===== config.mk =====
export PLATFORM = sky130hd
export DESIGN_NAME = mc_control_fsm
export DESIGN_NICKNAME = d
export VERILOG_FILES = /design/src/rtl/mc_control_fsm.sv
export SDC_FILE = /design/constraint.sdc
export NUM_CORES = 1
export LEC_CHECK = 0
export CORE_UTILIZATION = 45
export DETAILED_ROUTE_END_ITERATION = 8
export DONT_BUFFER_PORTS = 1
export MAX_ROUTING_LAYER = met4
export SLEW_MARGIN = 20
export SYNTH_ARGS = -nofsm -noshare
export SYNTH_HDL_FRONTEND = slang
export SYNTH_SLANG_ARGS = --single-unit

===== constraint.sdc =====
create_clock -name clk -period 2.8 [get_ports clk]
set_clock_uncertainty 0.2 [all_clocks]
set_input_delay 0.28 -clock clk [delete_from_list [all_inputs] [get_ports clk]]
set_output_delay 0.28 -clock clk [all_outputs]
set_load 0.01 [all_outputs]

===== src/rtl/mc_control_fsm.sv =====
// Multi-cycle control unit: sequences IF/ID/EX/MEM/WB and decodes datapath controls from state, opcode and funct.
// Latency: J 2, BEQ 3, R/ADDI/ORI/SW 4, LW 5 cycles; each mem wait or stall cycle adds one.
// Backpressure: stall freezes the state and masks every write/retire strobe; MEM optionally waits for mem_ready.
module mc_control_fsm #(
  parameter int OPCODE_W  = 6,
  parameter int FUNCT_W   = 6,
  parameter int ALU_OP_W  = 4,
  parameter int CNT_W     = 16,
  parameter bit MEM_HS_EN = 1'b1
) (
  input  logic                clk,
  input  logic                rst_n,
  input  logic [OPCODE_W-1:0] opcode,
  input  logic [FUNCT_W-1:0]  funct,
  input  logic                stall,
  input  logic                mem_ready,
  output logic [2:0]          state,
  output logic                ir_write,
  output logic                pc_write,
  output logic                reg_dst_flag,
  output logic                alu_src_flag,
  output logic                mem_to_reg_flag,
  output logic                reg_write_flag,
  output logic                mem_read_flag,
  output logic                mem_write_flag,
  output logic                branch_flag,
  output logic                jump_flag,
  output logic [ALU_OP_W-1:0] alu_op,
  output logic                illegal_flag,
  output logic                instr_retired,
  output logic [CNT_W-1:0]    retire_count
);

  typedef enum logic [2:0] {
    S_IF   = 3'd0,
    S_ID   = 3'd1,
    S_EX   = 3'd2,
    S_MEM  = 3'd3,
    S_WB   = 3'd4,
    S_HALT = 3'd5
  } state_t;

  localparam logic [OPCODE_W-1:0] OP_R    = OPCODE_W'(6'b000000);
  localparam logic [OPCODE_W-1:0] OP_J    = OPCODE_W'(6'b000010);
  localparam logic [OPCODE_W-1:0] OP_BEQ  = OPCODE_W'(6'b000100);
  localparam logic [OPCODE_W-1:0] OP_ADDI = OPCODE_W'(6'b001000);
  localparam logic [OPCODE_W-1:0] OP_ORI  = OPCODE_W'(6'b001101);
  localparam logic [OPCODE_W-1:0] OP_LW   = OPCODE_W'(6'b100011);
  localparam logic [OPCODE_W-1:0] OP_SW   = OPCODE_W'(6'b101011);

  localparam logic [FUNCT_W-1:0] FN_ADD = FUNCT_W'(6'b100000);
  localparam logic [FUNCT_W-1:0] FN_SUB = FUNCT_W'(6'b100010);
  localparam logic [FUNCT_W-1:0] FN_AND = FUNCT_W'(6'b100100);
  localparam logic [FUNCT_W-1:0] FN_OR  = FUNCT_W'(6'b100101);

  localparam logic [ALU_OP_W-1:0] ALU_AND = ALU_OP_W'(4'b0000);
  localparam logic [ALU_OP_W-1:0] ALU_OR  = ALU_OP_W'(4'b0001);
  localparam logic [ALU_OP_W-1:0] ALU_ADD = ALU_OP_W'(4'b0010);
  localparam logic [ALU_OP_W-1:0] ALU_SUB = ALU_OP_W'(4'b0110);
  localparam logic [ALU_OP_W-1:0] ALU_DEF = ALU_OP_W'(4'b1111);

  state_t             state_q, state_d;
  logic               illegal_q, illegal_set;
  logic [CNT_W-1:0]   cnt_q;

  logic is_r, is_j, is_beq, is_addi, is_ori, is_lw, is_sw;
  logic funct_ok;
  logic [ALU_OP_W-1:0] r_alu;
  logic state_valid;

  assign is_r    = (opcode == OP_R);
  assign is_j    = (opcode == OP_J);
  assign is_beq  = (opcode == OP_BEQ);
  assign is_addi = (opcode == OP_ADDI);
  assign is_ori  = (opcode == OP_ORI);
  assign is_lw   = (opcode == OP_LW);
  assign is_sw   = (opcode == OP_SW);

  // R-type funct to ALU operation; unknown funct marks the instruction illegal
  always_comb begin
    funct_ok = 1'b1;
    r_alu    = ALU_DEF;
    case (funct)
      FN_ADD:  r_alu = ALU_ADD;
      FN_SUB:  r_alu = ALU_SUB;
      FN_AND:  r_alu = ALU_AND;
      FN_OR:   r_alu = ALU_OR;
      default: funct_ok = 1'b0;
    endcase
  end

  // Next-state and control decode; stall masking applied last so it overrides every state
  always_comb begin
    state_d         = state_q;
    illegal_set     = 1'b0;
    state_valid     = 1'b1;
    ir_write        = 1'b0;
    pc_write        = 1'b0;
    reg_dst_flag    = 1'b0;
    alu_src_flag    = 1'b0;
    mem_to_reg_flag = 1'b0;
    reg_write_flag  = 1'b0;
    mem_read_flag   = 1'b0;
    mem_write_flag  = 1'b0;
    branch_flag     = 1'b0;
    jump_flag       = 1'b0;
    alu_op          = ALU_DEF;
    instr_retired   = 1'b0;

    case (state_q)
      S_IF: begin
        ir_write = 1'b1;
        pc_write = 1'b1;
        state_d  = S_ID;
      end
      S_ID: begin
        if (is_j) begin
          jump_flag     = 1'b1;
          pc_write      = 1'b1;
          instr_retired = 1'b1;
          state_d       = S_IF;
        end else if ((is_r && funct_ok) || is_beq || is_addi || is_ori || is_lw || is_sw) begin
          state_d = S_EX;
        end else begin
          illegal_set = 1'b1;
          state_d     = S_HALT;
        end
      end
      S_EX: begin
        if (is_r) begin
          reg_dst_flag = 1'b1;
          alu_op       = r_alu;
          state_d      = S_WB;
        end else if (is_addi || is_ori) begin
          alu_src_flag = 1'b1;
          alu_op       = is_ori ? ALU_OR : ALU_ADD;
          state_d      = S_WB;
        end else if (is_beq) begin
          branch_flag   = 1'b1;
          alu_op        = ALU_SUB;
          instr_retired = 1'b1;
          state_d       = S_IF;
        end else if (is_lw || is_sw) begin
          alu_src_flag = 1'b1;
          alu_op       = ALU_ADD;
          state_d      = S_MEM;
        end else begin
          // opcode changed under us; restart fetch rather than wedge
          state_d = S_IF;
        end
      end
      S_MEM: begin
        mem_read_flag  = is_lw;
        mem_write_flag = is_sw;
        if (!MEM_HS_EN || mem_ready) begin
          if (is_lw) begin
            state_d = S_WB;
          end else begin
            instr_retired = is_sw;
            state_d       = S_IF;
          end
        end
      end
      S_WB: begin
        reg_write_flag  = 1'b1;
        mem_to_reg_flag = is_lw;
        instr_retired   = 1'b1;
        state_d         = S_IF;
      end
      S_HALT: state_d = S_HALT;
      default: begin
        // unused encodings recover to fetch even while stalled
        state_valid = 1'b0;
        state_d     = S_IF;
      end
    endcase

    if (stall && state_valid) begin
      state_d        = state_q;
      illegal_set    = 1'b0;
      ir_write       = 1'b0;
      pc_write       = 1'b0;
      reg_write_flag = 1'b0;
      mem_write_flag = 1'b0;
      instr_retired  = 1'b0;
    end
  end

  // State register, sticky illegal flag and retire counter
  always_ff @(posedge clk or negedge rst_n) begin
    if (!rst_n) begin
      state_q   <= S_IF;
      illegal_q <= 1'b0;
      cnt_q     <= '0;
    end else begin
      state_q <= state_d;
      if (illegal_set) illegal_q <= 1'b1;
      if (instr_retired) cnt_q <= cnt_q + CNT_W'(1);
    end
  end

  assign state        = state_q;
  assign illegal_flag = illegal_q;
  assign retire_count = cnt_q;

endmodule


==> flow_metrics.env, run 1 <==
export IMPL_slew_headroom_pct=40.9
export IMPL_synth_area_um2=1510
export IMPL_critPathLaunchType="flop"
export IMPL_root_buffer="clkbuf_4"
export IMPL_syn_to_final_growth_pct=4.48
export IMPL_sequentialPowerShare_pct=43.7
export IMPL_combPwrFrac_pct=34.0
export IMPL_status="finished clean"
export IMPL_ir_drop_mv=0.531
export IMPL_period_needed_ns=2.58
export IMPL_worstSetupEndpointType="primary output"
export IMPL_fp_dieW_um=59.9
export IMPL_clk_pin_slew_ns=0.11
export IMPL_synth_edff_count=0
export IMPL_whs_path_depth=4
export IMPL_cts_inserted_buffers=3
export IMPL_dr_total_vias=1283
export IMPL_seqCellArea_um2=500
export IMPL_insertion_delay_ns=0.31
export IMPL_max_freq_mhz=387
export IMPL_swShare_pct=39.1
export IMPL_ys_ff_latch=20
export IMPL_worstPathRequired_ns=2.32
export IMPL_routabilityCongestion=0.846
export IMPL_dieArea_um2=3590
export IMPL_yosysTopAreaCellShare_pct=33.2
export IMPL_async_reset_ff_share_pct=100
export IMPL_grt_pass1_wl_mm=5.35
export IMPL_nets=181
export IMPL_drive_gt1_share_pct=13.5
export IMPL_leakagePower_nw=0.622
export IMPL_coreArea_um2=3130
export IMPL_numPortBuffers=0
export IMPL_setup_viol=0
export IMPL_yosysTopAreaCell="dfrtp_1"
export IMPL_min_period_over_period_pct=92.3
export IMPL_clockBufferDepth=2
export IMPL_worst_pin_slew_ns=0.884
export IMPL_grt_overflow=0
export IMPL_ys_warn_count=0
export IMPL_p_sw_uw=409
export IMPL_ys_seq_area_share_pct=33.2
export IMPL_antennaDiodeCount=0
export IMPL_initial_utilization_pct=48.2
export IMPL_p_per_area_nw_per_um2=664
export IMPL_grtUsageTotal_pct=20.4
export IMPL_crit_path_max_fanout=17
export IMPL_ios=51
export IMPL_antenna_found_initial=0
export IMPL_synthTopCellsByArea="dfrtp_1 33%, xnor2_1 7.0%, xor2_1 3.5%"
export IMPL_rows=20
export IMPL_power_frac_clock_pct=22.3
export IMPL_initialDrtViolationCount=69
export IMPL_multi_input_area_um2=906
export IMPL_post_cts_buffers=0
export IMPL_min_path_type="in2reg"
export IMPL_hold_ws_ns=0.0428
export IMPL_dr_pass1_iters=4
export IMPL_synthFlopType="dfrtp_1"
export IMPL_dp_hpwl_mm=2.54
export IMPL_grt_max_degree=21
export IMPL_yosys_cell_count_top_type="dfrtp_1"
export IMPL_cap_violations=0
export IMPL_drt_vias_per_instance=6.20
export IMPL_synth_commonest_cells="20 x dfrtp_1, 12 x xnor2_1, 10 x a21oi_1, 10 x nor2_1, 7 x nor3_1"
export IMPL_cts_tree="done"
export IMPL_n_fill_cell=307
export IMPL_synth_cell_type_count=49
export IMPL_p_int_uw=637
export IMPL_critical_path_class="reg2out"
export IMPL_clock_sinks=20
export IMPL_drc=0
export IMPL_syn_inst=164
export IMPL_die_h_um=59.9
export IMPL_syn_num_nets=181
export IMPL_maxSlewViolCount=0
export IMPL_rsz0062_at_grt="no"
export IMPL_wire_per_inst_um=16.4
export IMPL_post_cts_resize_count=0
export IMPL_htree_levels=1
export IMPL_ant_nets=0
export IMPL_reg2reg_depth=5
export IMPL_crit_arrival_ns=2.10
export IMPL_hold_violations=0
export IMPL_cts_hold_buf=2
export IMPL_synth_area_per_cell_um2=9.19
export IMPL_routed_wl_mm=3.39
export IMPL_grt_pass1_vias=1155
export IMPL_tns_ns=0
==> kinds of logic (layout without fill, tap and decap cells) <==
kind of cell | count (synthesis) | in the layout | synth area share (%)
AND/OR/NAND/NOR | 70 | 70 | 28.9
AO/OA/AOI/OAI | 40 | 40 | 19.2
flip-flops | 20 | 20 | 33.2
XOR/XNOR | 18 | 18 | 10.5
buffers and inverters | 14 | 13 | 6.72
adder cells (fa/ha/maj) | 1 | 1 | 0.830
multiplexers | 1 | 1 | 0.747
==> path summary, 6_finish.rpt <==
check,to,slack (ns),start
min in group asynchronous,state[2]$_DFFE_PN0P_,0.32,rst_n
min reg2reg,retire_count[15]$_DFFE_PN0P_,0.34,retire_count[15]$_DFFE_PN0P_
max in group asynchronous,retire_count[2]$_DFFE_PN0P_,1.53,rst_n
max reg2reg,retire_count[15]$_DFFE_PN0P_,0.42,state[2]$_DFFE_PN0P_
max,instr_retired,0.22,state[0]$_DFFE_PN0P_
min,retire_count[3]$_DFFE_PN0P_,0.04,stall
==> critical path: stages (launching register included) <==
cell	delay, ns
dfrtp_1	0.59
nor2_1	0.35
xnor2_1	0.16
buf_4	0.17
nor2b_1	0.15
buf_4	0.17
o21ai_2	0.09
inv_1	0.11
==> state kept, by name, indices dropped and copies added (netlist names) <==
| signal | flops |
|---|---|
| retire_count | 16 |
| state | 3 |
| illegal_flag | 1 |
==> cell type report <==
type	count	area share, %
clock buffers	3	1.43
clock inverters	1	1.91
repair buffers	6	3.18
inverters	3	0.715
flip-flops and latches	20	31.8
multi-input cells	130	57.5
well taps	44	3.49
==> power by group through the flow <==
| stage | clock network [mW] | registers, mW | logic [mW] |
|---|---|---|---|
| 2_1_floorplan | 0 | 0.400 | 0.342 |
| 3_3_place_gp | 0 | 0.459 | 0.340 |
| 3_5_place_dp | 0 | 0.465 | 0.344 |
| 4_1_cts | 0.245 | 0.459 | 0.356 |
| 5_1_grt | 0.253 | 0.472 | 0.399 |
| 6_report | 0.233 | 0.457 | 0.356 |
==> layout by cell type, fill, tap and decap left out, types with 6 or more instances in the layout <==
cell,n
nor3_1,7
xnor2_1,12
o21ai_0,6
dfrtp_1,20
xor2_1,6
nor2_1,10
a21oi_1,10
==> routing by layer <==
metal | share of wire, % | track usage (%)
met1 | 46 | 27.4
met3 | 6.2 | 4.76
met4 | 1.6 | 6.31
met2 | 46 | 30.5
met5 | 0 | -
==> through the flow <==
stage	worst slack, ns	utilization (%)	instance area (um^2)	power (mW)	cells
after floorplan	0.403	-	1510	0.742	164
after global placement	0.488	48.0	1500	0.799	201
after detailed placement	0.449	48.0	1500	0.809	201
after CTS	0.176	50.4	1580	1.06	207
after global routing	0.0447	50.4	1580	1.12	207
final	0.216	50.4	1580	1.05	207
(Power assumes the default switching activity.)
==> run 2, diff against run 1 <==
Settings changed: CELL_PAD_IN_SITES_DETAIL_PLACEMENT set to 1, CELL_PAD_IN_SITES_GLOBAL_PLACEMENT set to 1, PLACE_DENSITY_LB_ADDON set to 0.1.
==> run 2 against run 1 <==
Against the previous run: hold slack got worse by 0.035 ns; register-to-register slack barely moved; sequential power fell by 2%; setup slack got worse by 0.0015 ns; first-iteration DRC count fell by 12%; critical path type unchanged.
==> flow_metrics.env, run 2 (same netlist as run 1, synthesis figures left out) <==
export IMPL_min_period_over_period_pct=92.4
export IMPL_dp_cells=202
export IMPL_slew_headroom_pct=38.2
export IMPL_nets=182
export IMPL_grt_pass1_vias=1317
export IMPL_seqCellArea_um2=500
export IMPL_grt_pass1_wl_mm=6.37
export IMPL_rows=20
export IMPL_layout_common_cells="20 x dfrtp_1, 12 x xnor2_1, 10 x nor2_1, 10 x a21oi_1, 7 x nor3_1"
export IMPL_grtUsageTotal_pct=24.5
export IMPL_dieArea_um2=3590
export IMPL_path_cells="nor2_1, xnor2_1, nor2b_1, o21ai_2, inv_1"
export IMPL_root_buffer="clkbuf_4"
export IMPL_p_per_area_nw_per_um2=681
export IMPL_coreArea_um2=3130
export IMPL_wire_per_inst_um=18.5
export IMPL_drc=0
export IMPL_routed_wl_mm=3.84
export IMPL_cts_tree="done"
export IMPL_ios=51
export IMPL_largest_reg_flops=16
export IMPL_hold_ws_ns=0.00810
export IMPL_status="finished clean"
export IMPL_crit_path_max_fanout=17
export IMPL_ant_nets=0
export IMPL_maxSlewViolCount=0
export IMPL_stdcell_count=208
export IMPL_grt_max_degree=21
export IMPL_clock_sinks=20
export IMPL_antenna_found_initial=0
export IMPL_leakagePower_nw=0.627
export IMPL_worst_pin_slew_ns=0.923
export IMPL_fin_util_pct=50.6
export IMPL_max_freq_mhz=387
export IMPL_insertion_delay_ns=0.32
export IMPL_path_delay_family="flip-flops"
export IMPL_post_cts_buffers=0
export IMPL_ir_drop_mv=0.358
export IMPL_syn_to_final_growth_pct=4.98
export IMPL_critPathMaxStageDelay_ns=0.72
export IMPL_rsz0062_at_grt="no"
export IMPL_critPathLaunchType="flop"
export IMPL_multi_input_area_um2=906
export IMPL_cap_violations=0
export IMPL_crit_arrival_ns=2.11
export IMPL_critical_path_class="reg2out"
export IMPL_grt_overflow=0
export IMPL_initial_utilization_pct=48.2
export IMPL_final_common_cell="dfrtp_1"
export IMPL_clockBufferDepth=2
export IMPL_fp_dieW_um=59.9
export IMPL_dr_total_vias=1300
export IMPL_dp_hpwl_mm=2.85
export IMPL_hold_violations=0
export IMPL_worstSetupEndpointType="primary output"
export IMPL_cts_inserted_buffers=3
export IMPL_worstPathRequired_ns=2.32
export IMPL_initialDrtViolationCount=61
export IMPL_min_path_type="in2reg"
export IMPL_period_needed_ns=2.59
export IMPL_routabilityCongestion=0.822
export IMPL_clk_pin_slew_ns=0.13
export IMPL_die_h_um=59.9
export IMPL_tns_ns=0
export IMPL_setup_viol=0
export IMPL_n_fill_cell=379
export IMPL_crit_buf_inv=1
export IMPL_antennaDiodeCount=0
export IMPL_dr_pass1_iters=4
export IMPL_numPortBuffers=0
export IMPL_drt_vias_per_instance=6.25
export IMPL_htree_levels=1
export IMPL_critical_path_slowest_cell="dfrtp_1"
export IMPL_drive_gt1_share_pct=14.0
run 2: what timing repair did:
item,CTS,global route
hold endpoints to repair,23,0
resized for setup,0,0
setup endpoints to repair,0,0
hold buffers,2,0
run 2: through the flow:
stage	area [um^2]	worst slack, ns	power, mW
floorplan	1510	0.403	0.742
finish	1580	0.214	1.08
CTS	1580	0.194	1.09
global route	1580	0.0312	1.16
detailed placement	1510	0.451	0.830
global placement	1510	0.517	0.812
run 2: worst register-to-register path, cell delays in order, from the launching register on:
cell,delay (ns)
dfrtp_1,0.72
nand3b_1,0.18
nor3_1,0.30
a31oi_1,0.29
a2111oi_2,0.46
xor2_1,0.17
run 2: path summary, 6_finish.rpt:
check | from | end | slack, ns | cells past startpoint
worst min-delay path | stall | state[1]$_DFFE_PN0P_ | 0.008 | 2
min in group asynchronous | rst_n | state[0]$_DFFE_PN0P_ | 0.32 | 1
worst min register to register | retire_count[15]$_DFFE_PN0P_ | retire_count[15]$_DFFE_PN0P_ | 0.34 | 1
worst max register to register | state[0]$_DFFE_PN0P_ | retire_count[15]$_DFFE_PN0P_ | 0.42 | 5
max in group asynchronous | rst_n | retire_count[8]$_DFFE_PN0P_ | 1.50 | 1
worst max-delay path | state[0]$_DFFE_PN0P_ | instr_retired | 0.21 | 5
run 2: layout make-up:
cell class / count / share of cell area [%]
Inverter: 3 / 0.711
Clock inverter: 1 / 1.90
Sequential cell: 20 / 31.6
Timing Repair Buffer: 7 / 3.64
Tap cell: 44 / 3.48
Clock buffer: 3 / 1.42
Multi-Input combinational cell: 130 / 57.2
run 2: report_power, final:
group,switching [mW],internal [mW]
combinational,0.215,0.172
clock,0.0985,0.145
sequential,0.119,0.329
run 2: routing by layer:
metal	routed length, um	vias to the layer above	part of all wire, %	global-route usage, %
li1	-	619	-	-
met1	1850	640	48	32.8
met2	1770	36	46	36.7
met3	191	5	5.0	6.71
met4	32	0	0.83	5.65
met5	0	-	0	-
